## config.mk

```make
export PLATFORM = sky130hd
export DESIGN_NAME = instr_loader_flat
export DESIGN_NICKNAME = d
export VERILOG_FILES = /design/src/rtl/instr_loader_pkg.sv /design/src/rtl/instr_loader_if.sv /design/src/rtl/instr_loader_fifo.sv /design/src/rtl/instr_loader.sv /design/src/flat_wrapper.sv
export SDC_FILE = /design/constraint.sdc
export NUM_CORES = 1
export LEC_CHECK = 0
export CAP_MARGIN = 20
export CORE_UTILIZATION = 30
export DETAILED_ROUTE_END_ITERATION = 8
export PLACE_DENSITY = 0.53
export SYNTH_ARGS = -nofsm -noshare
export SYNTH_HDL_FRONTEND = slang
export SYNTH_SLANG_ARGS = --single-unit
```

## constraint.sdc

```tcl
create_clock -name clk -period 4.55 [get_ports clk]
set_input_delay 1.365 -clock clk [delete_from_list [all_inputs] [get_ports clk]]
set_output_delay 1.365 -clock clk [all_outputs]
set_load 0.02 [all_outputs]
```

## src/rtl/instr_loader_pkg.sv

```systemverilog
// Shared definitions for the instruction loader.
// Holds the instruction word geometry, the header sync nibble, the idle value
// driven to the CPU, the framer/issuer state encodings and a word-packing helper.
package instr_loader_pkg;

    localparam int INSTR_W = 20;
    localparam int OPC_W   = 4;
    localparam int OPND_W  = 16;

    localparam logic [3:0]         SYNC_NIB  = 4'hA;
    localparam logic [INSTR_W-1:0] IDLE_WORD = '0;

    typedef logic [INSTR_W-1:0] instr_t;

    typedef enum logic [1:0] {
        F_HDR,
        F_OPH,
        F_OPL
    } framer_state_t;

    typedef enum logic {
        I_IDLE,
        I_HOLD
    } issuer_state_t;

    // Instruction layout: {opcode, operand_hi, operand_lo}.
    function automatic instr_t pack_instr(input logic [OPC_W-1:0] opc,
                                          input logic [7:0]       hi,
                                          input logic [7:0]       lo);
        return {opc, hi, lo};
    endfunction

endpackage

```

## src/rtl/instr_loader_if.sv

```systemverilog
// Byte link from the host and word link to the CPU.
//   in_valid / in_byte : host byte stream, driven by the host (master)
//   in_ready           : loader accepts the byte when in_valid && in_ready
//   cpu_data/cpu_valid : instruction word held for the CPU
// master = host/CPU side (testbench), slave = instr_loader.
interface instr_loader_if;
    import instr_loader_pkg::*;

    logic       in_valid;
    logic [7:0] in_byte;
    logic       in_ready;
    instr_t     cpu_data;
    logic       cpu_valid;

    modport master (
        output in_valid,
        output in_byte,
        input  in_ready,
        input  cpu_data,
        input  cpu_valid
    );

    modport slave (
        input  in_valid,
        input  in_byte,
        output in_ready,
        output cpu_data,
        output cpu_valid
    );

endinterface

```

## src/rtl/instr_loader_fifo.sv

```systemverilog
// instr_fifo: circular-buffer FIFO for framed instruction words.
// Ports:
//   clk, rst_n        clock, asynchronous active-low reset
//   flush             synchronous clear (pointers and level), wins over push/pop
//   push, push_data   write one word (ignored when full)
//   pop, pop_data     pop_data shows the head word combinationally; pop advances it
//   full, empty       derived from the registered level
//   level             number of stored words
// Full/empty come from the registered level, so a word written at one edge is
// visible to the reader only from the next edge (no write-through bypass).
module instr_fifo #(
    parameter int DEPTH = 4,
    parameter int WIDTH = 20
) (
    input  logic                    clk,
    input  logic                    rst_n,
    input  logic                    flush,
    input  logic                    push,
    input  logic [WIDTH-1:0]        push_data,
    input  logic                    pop,
    output logic [WIDTH-1:0]        pop_data,
    output logic                    full,
    output logic                    empty,
    output logic [$clog2(DEPTH):0]  level
);

    localparam int AW = $clog2(DEPTH);
    localparam logic [AW:0] FULL_LVL = (AW+1)'(DEPTH);

    logic [WIDTH-1:0] mem [DEPTH];
    logic [AW-1:0]    wr_ptr_reg;
    logic [AW-1:0]    rd_ptr_reg;
    logic [AW:0]      level_reg;
    logic             do_push;
    logic             do_pop;

    assign full     = (level_reg == FULL_LVL);
    assign empty    = (level_reg == '0);
    assign level    = level_reg;
    assign pop_data = mem[rd_ptr_reg];

    assign do_push = push && !full  && !flush;
    assign do_pop  = pop  && !empty && !flush;

    // Storage carries no reset; only the pointers define what is valid.
    always_ff @(posedge clk) begin
        if (do_push) begin
            mem[wr_ptr_reg] <= push_data;
        end
    end

    // DEPTH is a power of two, so plain pointer increments wrap modulo DEPTH.
    always_ff @(posedge clk or negedge rst_n) begin
        if (!rst_n) begin
            wr_ptr_reg <= '0;
            rd_ptr_reg <= '0;
            level_reg  <= '0;
        end else if (flush) begin
            wr_ptr_reg <= '0;
            rd_ptr_reg <= '0;
            level_reg  <= '0;
        end else begin
            if (do_push) begin
                wr_ptr_reg <= wr_ptr_reg + AW'(1);
            end
            if (do_pop) begin
                rd_ptr_reg <= rd_ptr_reg + AW'(1);
            end
            case ({do_push, do_pop})
                2'b10:   level_reg <= level_reg + (AW+1)'(1);
                2'b01:   level_reg <= level_reg - (AW+1)'(1);
                default: level_reg <= level_reg;
            endcase
        end
    end

endmodule

```

## src/rtl/instr_loader.sv

```systemverilog
// instr_loader: frames a byte-serial host stream into 20-bit instructions
// {opcode[3:0], operand[15:0]} (3 bytes per packet, header byte[7:4] must be
// SYNC), buffers them in instr_fifo and holds each one on cpu_data for
// HOLD_CYCLES cycles.
// Ports:
//   clk, rst_n    clock, asynchronous active-low reset
//   flush         synchronous clear of FIFO, framer and issuer (err_count kept)
//   issue_stall   blocks the start of a new issue; never cuts a hold short
//   bus (slave)   in_valid/in_byte/in_ready host link, cpu_data/cpu_valid to CPU
//   fifo_level    words currently buffered
//   frame_err     one-cycle pulse after a bad header byte is accepted
//   err_count     saturating count of bad header bytes
module instr_loader
    import instr_loader_pkg::*;
#(
    parameter int         DEPTH       = 4,
    parameter int         HOLD_CYCLES = 3,
    parameter logic [3:0] SYNC        = SYNC_NIB,
    parameter instr_t     IDLE_WORD   = instr_loader_pkg::IDLE_WORD
) (
    input  logic                    clk,
    input  logic                    rst_n,
    input  logic                    flush,
    input  logic                    issue_stall,
    instr_loader_if.slave           bus,
    output logic [$clog2(DEPTH):0]  fifo_level,
    output logic                    frame_err,
    output logic [7:0]              err_count
);

    localparam int HOLD_W = (HOLD_CYCLES > 1) ? $clog2(HOLD_CYCLES) : 1;
    localparam logic [HOLD_W-1:0] HOLD_LAST = HOLD_W'(HOLD_CYCLES - 1);

    framer_state_t       f_state_reg;
    logic [OPC_W-1:0]    opc_reg;
    logic [7:0]          hi_reg;
    logic                frame_err_reg;
    logic [7:0]          err_count_reg;

    issuer_state_t       i_state_reg;
    logic [HOLD_W-1:0]   hold_cnt_reg;
    instr_t              cpu_data_reg;
    logic                cpu_valid_reg;

    logic                fifo_full;
    logic                fifo_empty;
    instr_t              fifo_head;
    instr_t              push_word;
    logic                in_ready;
    logic                accept;
    logic                push;
    logic                at_boundary;
    logic                pop;

    // Header and high operand byte are always accepted; only the closing byte
    // needs FIFO room, so a push into a full FIFO can never be requested.
    assign in_ready  = !flush && ((f_state_reg != F_OPL) || !fifo_full);
    assign accept    = bus.in_valid && in_ready;
    assign push      = accept && (f_state_reg == F_OPL);
    assign push_word = pack_instr(opc_reg, hi_reg, bus.in_byte);

    // Issue decisions are made only when idle or on the last hold cycle, which
    // is where issue_stall is looked at. A word pushed at edge N is seen as
    // non-empty at edge N+1, so cpu_valid is first sampled high at edge N+2.
    assign at_boundary = (i_state_reg == I_IDLE) || (hold_cnt_reg == '0);
    assign pop         = !flush && at_boundary && !fifo_empty && !issue_stall;

    instr_fifo #(
        .DEPTH (DEPTH),
        .WIDTH (INSTR_W)
    ) u_fifo (
        .clk       (clk),
        .rst_n     (rst_n),
        .flush     (flush),
        .push      (push),
        .push_data (push_word),
        .pop       (pop),
        .pop_data  (fifo_head),
        .full      (fifo_full),
        .empty     (fifo_empty),
        .level     (fifo_level)
    );

    // Framer: HDR -> OPH -> OPL -> HDR, stepping only on accepted bytes.
    always_ff @(posedge clk or negedge rst_n) begin
        if (!rst_n) begin
            f_state_reg   <= F_HDR;
            opc_reg       <= '0;
            hi_reg        <= '0;
            frame_err_reg <= 1'b0;
            err_count_reg <= '0;
        end else begin
            frame_err_reg <= 1'b0;
            if (flush) begin
                f_state_reg <= F_HDR;
            end else if (accept) begin
                case (f_state_reg)
                    F_HDR: begin
                        if (bus.in_byte[7:4] == SYNC) begin
                            opc_reg     <= bus.in_byte[3:0];
                            f_state_reg <= F_OPH;
                        end else begin
                            frame_err_reg <= 1'b1;
                            if (err_count_reg != 8'hFF) begin
                                err_count_reg <= err_count_reg + 8'd1;
                            end
                        end
                    end
                    F_OPH: begin
                        hi_reg      <= bus.in_byte;
                        f_state_reg <= F_OPL;
                    end
                    F_OPL: begin
                        f_state_reg <= F_HDR;
                    end
                    default: begin
                        f_state_reg <= F_HDR;
                    end
                endcase
            end
        end
    end

    // Issuer: a pop at a boundary reloads the hold counter, so back-to-back
    // words follow each other with no idle cycle in between.
    always_ff @(posedge clk or negedge rst_n) begin
        if (!rst_n) begin
            i_state_reg   <= I_IDLE;
            hold_cnt_reg  <= '0;
            cpu_data_reg  <= IDLE_WORD;
            cpu_valid_reg <= 1'b0;
        end else if (flush) begin
            i_state_reg   <= I_IDLE;
            hold_cnt_reg  <= '0;
            cpu_data_reg  <= IDLE_WORD;
            cpu_valid_reg <= 1'b0;
        end else if (pop) begin
            i_state_reg   <= I_HOLD;
            hold_cnt_reg  <= HOLD_LAST;
            cpu_data_reg  <= fifo_head;
            cpu_valid_reg <= 1'b1;
        end else if (i_state_reg == I_HOLD) begin
            if (hold_cnt_reg == '0) begin
                i_state_reg   <= I_IDLE;
                cpu_data_reg  <= IDLE_WORD;
                cpu_valid_reg <= 1'b0;
            end else begin
                hold_cnt_reg <= hold_cnt_reg - HOLD_W'(1);
            end
        end
    end

    assign bus.in_ready  = in_ready;
    assign bus.cpu_data  = cpu_data_reg;
    assign bus.cpu_valid = cpu_valid_reg;
    assign frame_err     = frame_err_reg;
    assign err_count     = err_count_reg;

endmodule
```

## src/flat_wrapper.sv

```systemverilog
// flat-port wrapper written by rule: the top's interface ports become plain ports
module instr_loader_flat import instr_loader_pkg::*;
#(
    parameter int         DEPTH       = 4,
    parameter int         HOLD_CYCLES = 3,
    parameter logic [3:0] SYNC        = SYNC_NIB,
    parameter instr_t     IDLE_WORD   = instr_loader_pkg::IDLE_WORD
)
  (clk, rst_n, flush, issue_stall, fifo_level, frame_err, err_count, bus_in_valid, bus_in_byte, bus_in_ready, bus_cpu_data, bus_cpu_valid);
  instr_loader_if bus_i ();
  input  logic clk;
  input  logic rst_n;
  input  logic flush;
  input  logic issue_stall;
  output logic [$clog2(DEPTH):0] fifo_level;
  output logic frame_err;
  output logic [7:0] err_count;
  input wire logic [$bits(bus_i.in_valid)-1:0] bus_in_valid;
  input wire logic [$bits(bus_i.in_byte)-1:0] bus_in_byte;
  output wire logic [$bits(bus_i.in_ready)-1:0] bus_in_ready;
  output wire logic [$bits(bus_i.cpu_data)-1:0] bus_cpu_data;
  output wire logic [$bits(bus_i.cpu_valid)-1:0] bus_cpu_valid;
  assign bus_i.in_valid = bus_in_valid;
  assign bus_i.in_byte = bus_in_byte;
  assign bus_in_ready = bus_i.in_ready;
  assign bus_cpu_data = bus_i.cpu_data;
  assign bus_cpu_valid = bus_i.cpu_valid;
  instr_loader #(.DEPTH(DEPTH), .HOLD_CYCLES(HOLD_CYCLES), .SYNC(SYNC), .IDLE_WORD(IDLE_WORD)) u_core (.clk(clk), .rst_n(rst_n), .flush(flush), .issue_stall(issue_stall), .bus(bus_i), .fifo_level(fifo_level), .frame_err(frame_err), .err_count(err_count));
endmodule
```

; Word level (Yosys, flattened, before mapping)
; Memory sizes are Yosys's and may differ from the RTL's.
; Index checks and enable logic that the tools add are counted.
[classes]
bitwise_logic = 3
muxes = 32
n_reduce_logical = 31
n_addsub = 6
n_eq_ne = 10
[ops]
columns = cell, n
row1 = 20-bit two-way mux, 4
row2 = 2-bit two-way mux, 11
row3 = 1-bit two-way mux, 14
row4 = 1-bit logical AND, 10
row5 = 3-bit nonzero test, 3
row6 = "8-bit by 1-bit adder with 8-bit output, second input constant", 1
row7 = "8-bit inequality test, second input constant", 1
row8 = 3-bit one-hot mux with 2 select lines, 1
row9 = 2-bit AND reduction, 3
row10 = 2-bit nonzero test, 3
row11 = 5-bit AND reduction, 1
row12 = "2-bit by 1-bit adder with 2-bit output, second input constant", 2
row13 = "2-bit by 1-bit == test with 1-bit output, second input constant", 2
row14 = "2-bit == test, second input constant", 2
row15 = "4-bit == test, second input constant", 1
row16 = 1-bit zero test, 4
row17 = 2-bit zero test, 2
row18 = 2-bit one-hot mux with 2 select lines, 1
row19 = 4-bit AND reduction, 1
row20 = "3-bit by 1-bit adder with 3-bit output, second input constant", 1
row21 = "3-bit == test, second input constant", 1
row22 = 3-bit zero test, 1
row23 = 3-bit two-way mux, 1
row24 = "3-bit by 2-bit inequality test with 1-bit output, second input constant", 1
row25 = other kinds (7), 10
[totals]
ramBits = 80
input_bits = 13
ff_bits = 54
out_inout_bits = 34
memories = 1
word_cells = 95
[mem_list]
columns = name, depth, width, read_ports, rd_ports_with_merged_regs, write_ports, line_no
row1 = u_core.u_fifo.mem, 4, 20, 1, 0, 1, instr_loader_fifo.sv:30  ; logic [WIDTH-1:0] mem [DEPTH];

; Logic depth before layout (Yosys ltp)
[depth]
word_depth = 11
ltp_mapped = 11
depth_no_buf = 10

; Hierarchy
; Synthesis repeated with hierarchy kept, for this count alone.
[unflattened]
cells_unflattened = 351
hier_area_um2 = 5417.7
[modules_own_cells]
columns = mod, n_inst, area_each_um2, cells_per_inst, seq_area_each_um2
row1 = instr_fifo, 1, 3428.3, 168, 2577.5
row2 = instr_loader, 1, 1989.4, 183, 1176.1

; Worst setup path after synthesis
; No wires, ideal clock.
[synth_path]
path_kind = in2out
start = input flush
end = output bus_in_ready
t_required_ps = 3185
t_arrival_ps = 2025
path_buffers = 2
stages = 3
setup_slack_ps = 1160
path_cell_list = buf_6 > clkbuf_1 > a21oi_1
[synth_between]
elab_chain_cells = 2
[synth_lines]
columns = element, line_no
row1 = "start, declared", flat_wrapper.sv:13  ; input logic flush;
row2 = 1-bit zero test, instr_loader.sv:57  ; assign in_ready = !flush && ((f_state_reg != F_OPL) || !fifo_full);
row3 = 1-bit logical AND, instr_loader.sv:57
row4 = "end, declared", flat_wrapper.sv:20  ; output wire logic [$bits(bus_i.in_ready)-1:0] bus_in_ready;
; No other way between the ends.

; Final worst setup path
; Same ends and word-level chain as after synthesis.

==> metrics.txt <==
R2R Setup Slk 2100 ps; Finish-stage setup viols 0; P&R area growth vs syn 25.7%; non-filler cells in the finished layout between 500 and 600; Post-DP HPWL approximately 6000 um; die height 134 um; vias per std cell around 4.7; core area 16800 um^2; RSZ-0062 raised after global routing false; DRC Markers 0; Worst-Skew Late Latency between 400 and 500 ps; WHS Endpoint u_core.err_count[6]; slowest stage cell, crit path clkdlybuf4s50_1; post_cts resized 0; flops & latches, synth about 130; Cell Rows 47; Final Util around 39%; Setup crit end kind output port; Largest register FFs 80; synthesized cell area roughly 5200 um^2; fmax 258 MHz; Synth top cells by count 80 x edfxtp_1, 54 x dfrtp_1, 20 x a22o_1, 20 x mux4_2, 14 x mux2_2; critical path cell sequence clkdlybuf4s50_1, a21oi_1, clkdlybuf4s50_1; first-pass GRT wire length between 15000 and 20000 um; sw frac approximately a quarter; Yosys Warn Count 0; gpl congestion 0.727; Synth Flop Type edfxtp_1; Setup Fix Bufs, Post-CTS 0; Worst Clk Skew approximately 8.5 ps; Fin. Hold Viols 0; grt met2 use a little over a fifth; Leakage 2.43 nW; initial DRC count roughly 120; area leader, netlist edfxtp_1; Detail Route Antenna Nets 0; Final Worst Setup Slack between 600 and 700 ps; clock power share a little under 40%; P_sw roughly 0.0008 W; antenna cells 0; hold path cells 1; worst vdd ir between 0.2 and 0.3 mV; Tmin final ~3900 ps; sequential share of the synthesized area a little under three quarters; startpoint types input pin; Tot GR Track Use around 13%; Routed WL between 10000 and 15000 um; power per cell area 494 nW/um^2; final hold slack ~490 ps; CP arrival 2520 ps; status finished, final reports clean; top post-synthesis cells by area edfxtp_1 46%, dfrtp_1 26%, mux4_2 8.6%; final setup TNS 0 ps; I/O pin total 47; max-cap violations 0; Reg power frac 45.9%; Comb power frac between 10 and 15%; worst reg2reg path depth 10; met1 usage about 15%; total grt overflow 0; Root Driver clkbuf_16; via count between 2000 and 3000; syn avg cell area 17.9 um^2; most used cell along the critical path clkdlybuf4s50_1; clock sink total 134; reg-to-reg startpoint u_core.hold_cnt_reg[0]; GR peak layer met2; post-synth top area share 45.9%; dpl cells about 560; largest net degree at the start of global routing 33; critical path class input pin to output port; total CTS buffers 17; Crit path buffers/inverters 2; period utilisation layout ~85%; CP peak stage delay about 620 ps; Worst Hold Class register to register; initial antenna violation count 0; Critical R2R Capture u_core.u_fifo.level[2]; asr flop ratio synth approximately two fifths; Post-CTS Hold Buffers 0; Clock transition at path regs roughly 50 ps; TritonCTS clock tree built; max-slew violation count 0; vias in the first global route 2982; Die Area 18000 um^2; syn nets 312; H-tree lvl count 4; Wirelength per Cell ~17 um; Mapped Cells slightly below 300; Worst Max-Slew Pin Slew roughly 810 ps; Placement Setup Slack just under 700 ps; Die W 134 um; Final nets approximately 380; worst hold start u_core.err_count[6]; Power Internal ~0.0024 W; CTS Buffer Depth 2; most numerous cell in the Yosys netlist edfxtp_1; Max-slew headroom 45.7%; worst-path fanout max 2; Critical Path RT 3180 ps; First-pass DRT Iterations 4; Synth cell types 40; share of layout cells above drive strength 1 about a fifth; met3 usage around 3.9%; Port Buffers 46; effective utilization at floorplan 31.1%; top cell family by delay on the critical path buffers and inverters; EDFF count, synth 80
## worst max path at each step
stage	startpoint	end	cells after the start
global placement	flush	bus_in_ready	3
CTS	flush	bus_in_ready	3
floorplan	flush	bus_in_ready	3
detailed placement	flush	bus_in_ready	3
finish	flush	bus_in_ready	3
global route	flush	bus_in_ready	3
## cells by family after synthesis
family,synth area share [%]
AO/OA/AOI/OAI,5.91
XOR/XNOR,1.51
adder cells (fa/ha/maj),1.82
buffers and inverters,1.58
flip-flops,71.7
multiplexers,12.0
AND/OR/NAND/NOR,5.45
## layout by cell type (no fill, tap or decap), drive strengths merged, types with 4 or more instances in the layout
cell,count
a21oi,5
a22o,20
and2,5
buf,12
clkbuf,26
clkdlybuf4s50,45
dfrtp,54
edfxtp,80
ha,6
inv,8
mux2,14
mux4,20
nand2,10
nand3,4
nor2,10
nor3,4
o21ai,5
xnor2,8
## power by group through the flow
stage                     registers (W)  clock network [W]  logic (W)
after global routing            0.00151            0.00137   0.000525
final                           0.00149            0.00127   0.000481
after floorplan                 0.00155                  0   0.000216
after CTS                       0.00149            0.00132   0.000491
after detailed placement        0.00152                  0   0.000488
after global placement          0.00151                  0   0.000481
## stage by stage
| step | area [um^2] | total power (W) |
|---|---|---|
| 2_1_floorplan | 5230 | 0.00177 |
| 3_3_place_gp | 6000 | 0.00199 |
| 3_5_place_dp | 6000 | 0.00200 |
| 4_1_cts | 6550 | 0.00330 |
| 5_1_grt | 6580 | 0.00340 |
| 6_report | 6580 | 0.00325 |
## layer usage
metal / up-vias / share of wire [%]
met5: - / 0
met4: 0 / 1.5
met3: 13 / 3.3
met2: 49 / 51
met1: 1447 / 45
li1: 1265 / -
## area by class of cell
| type | instances | area, um^2 |
|---|---|---|
| multi-input combinational | 139 | 1410 |
| sequential | 134 | 3750 |
| inverter | 8 | 30.0 |
| timing repair buffer | 57 | 558 |
| tap | 220 | 275 |
| clock inverter | 5 | 77.6 |
| clock buffer | 26 | 469 |
| fill | 1595 | 10200 |
(Power assumes the default switching activity.)
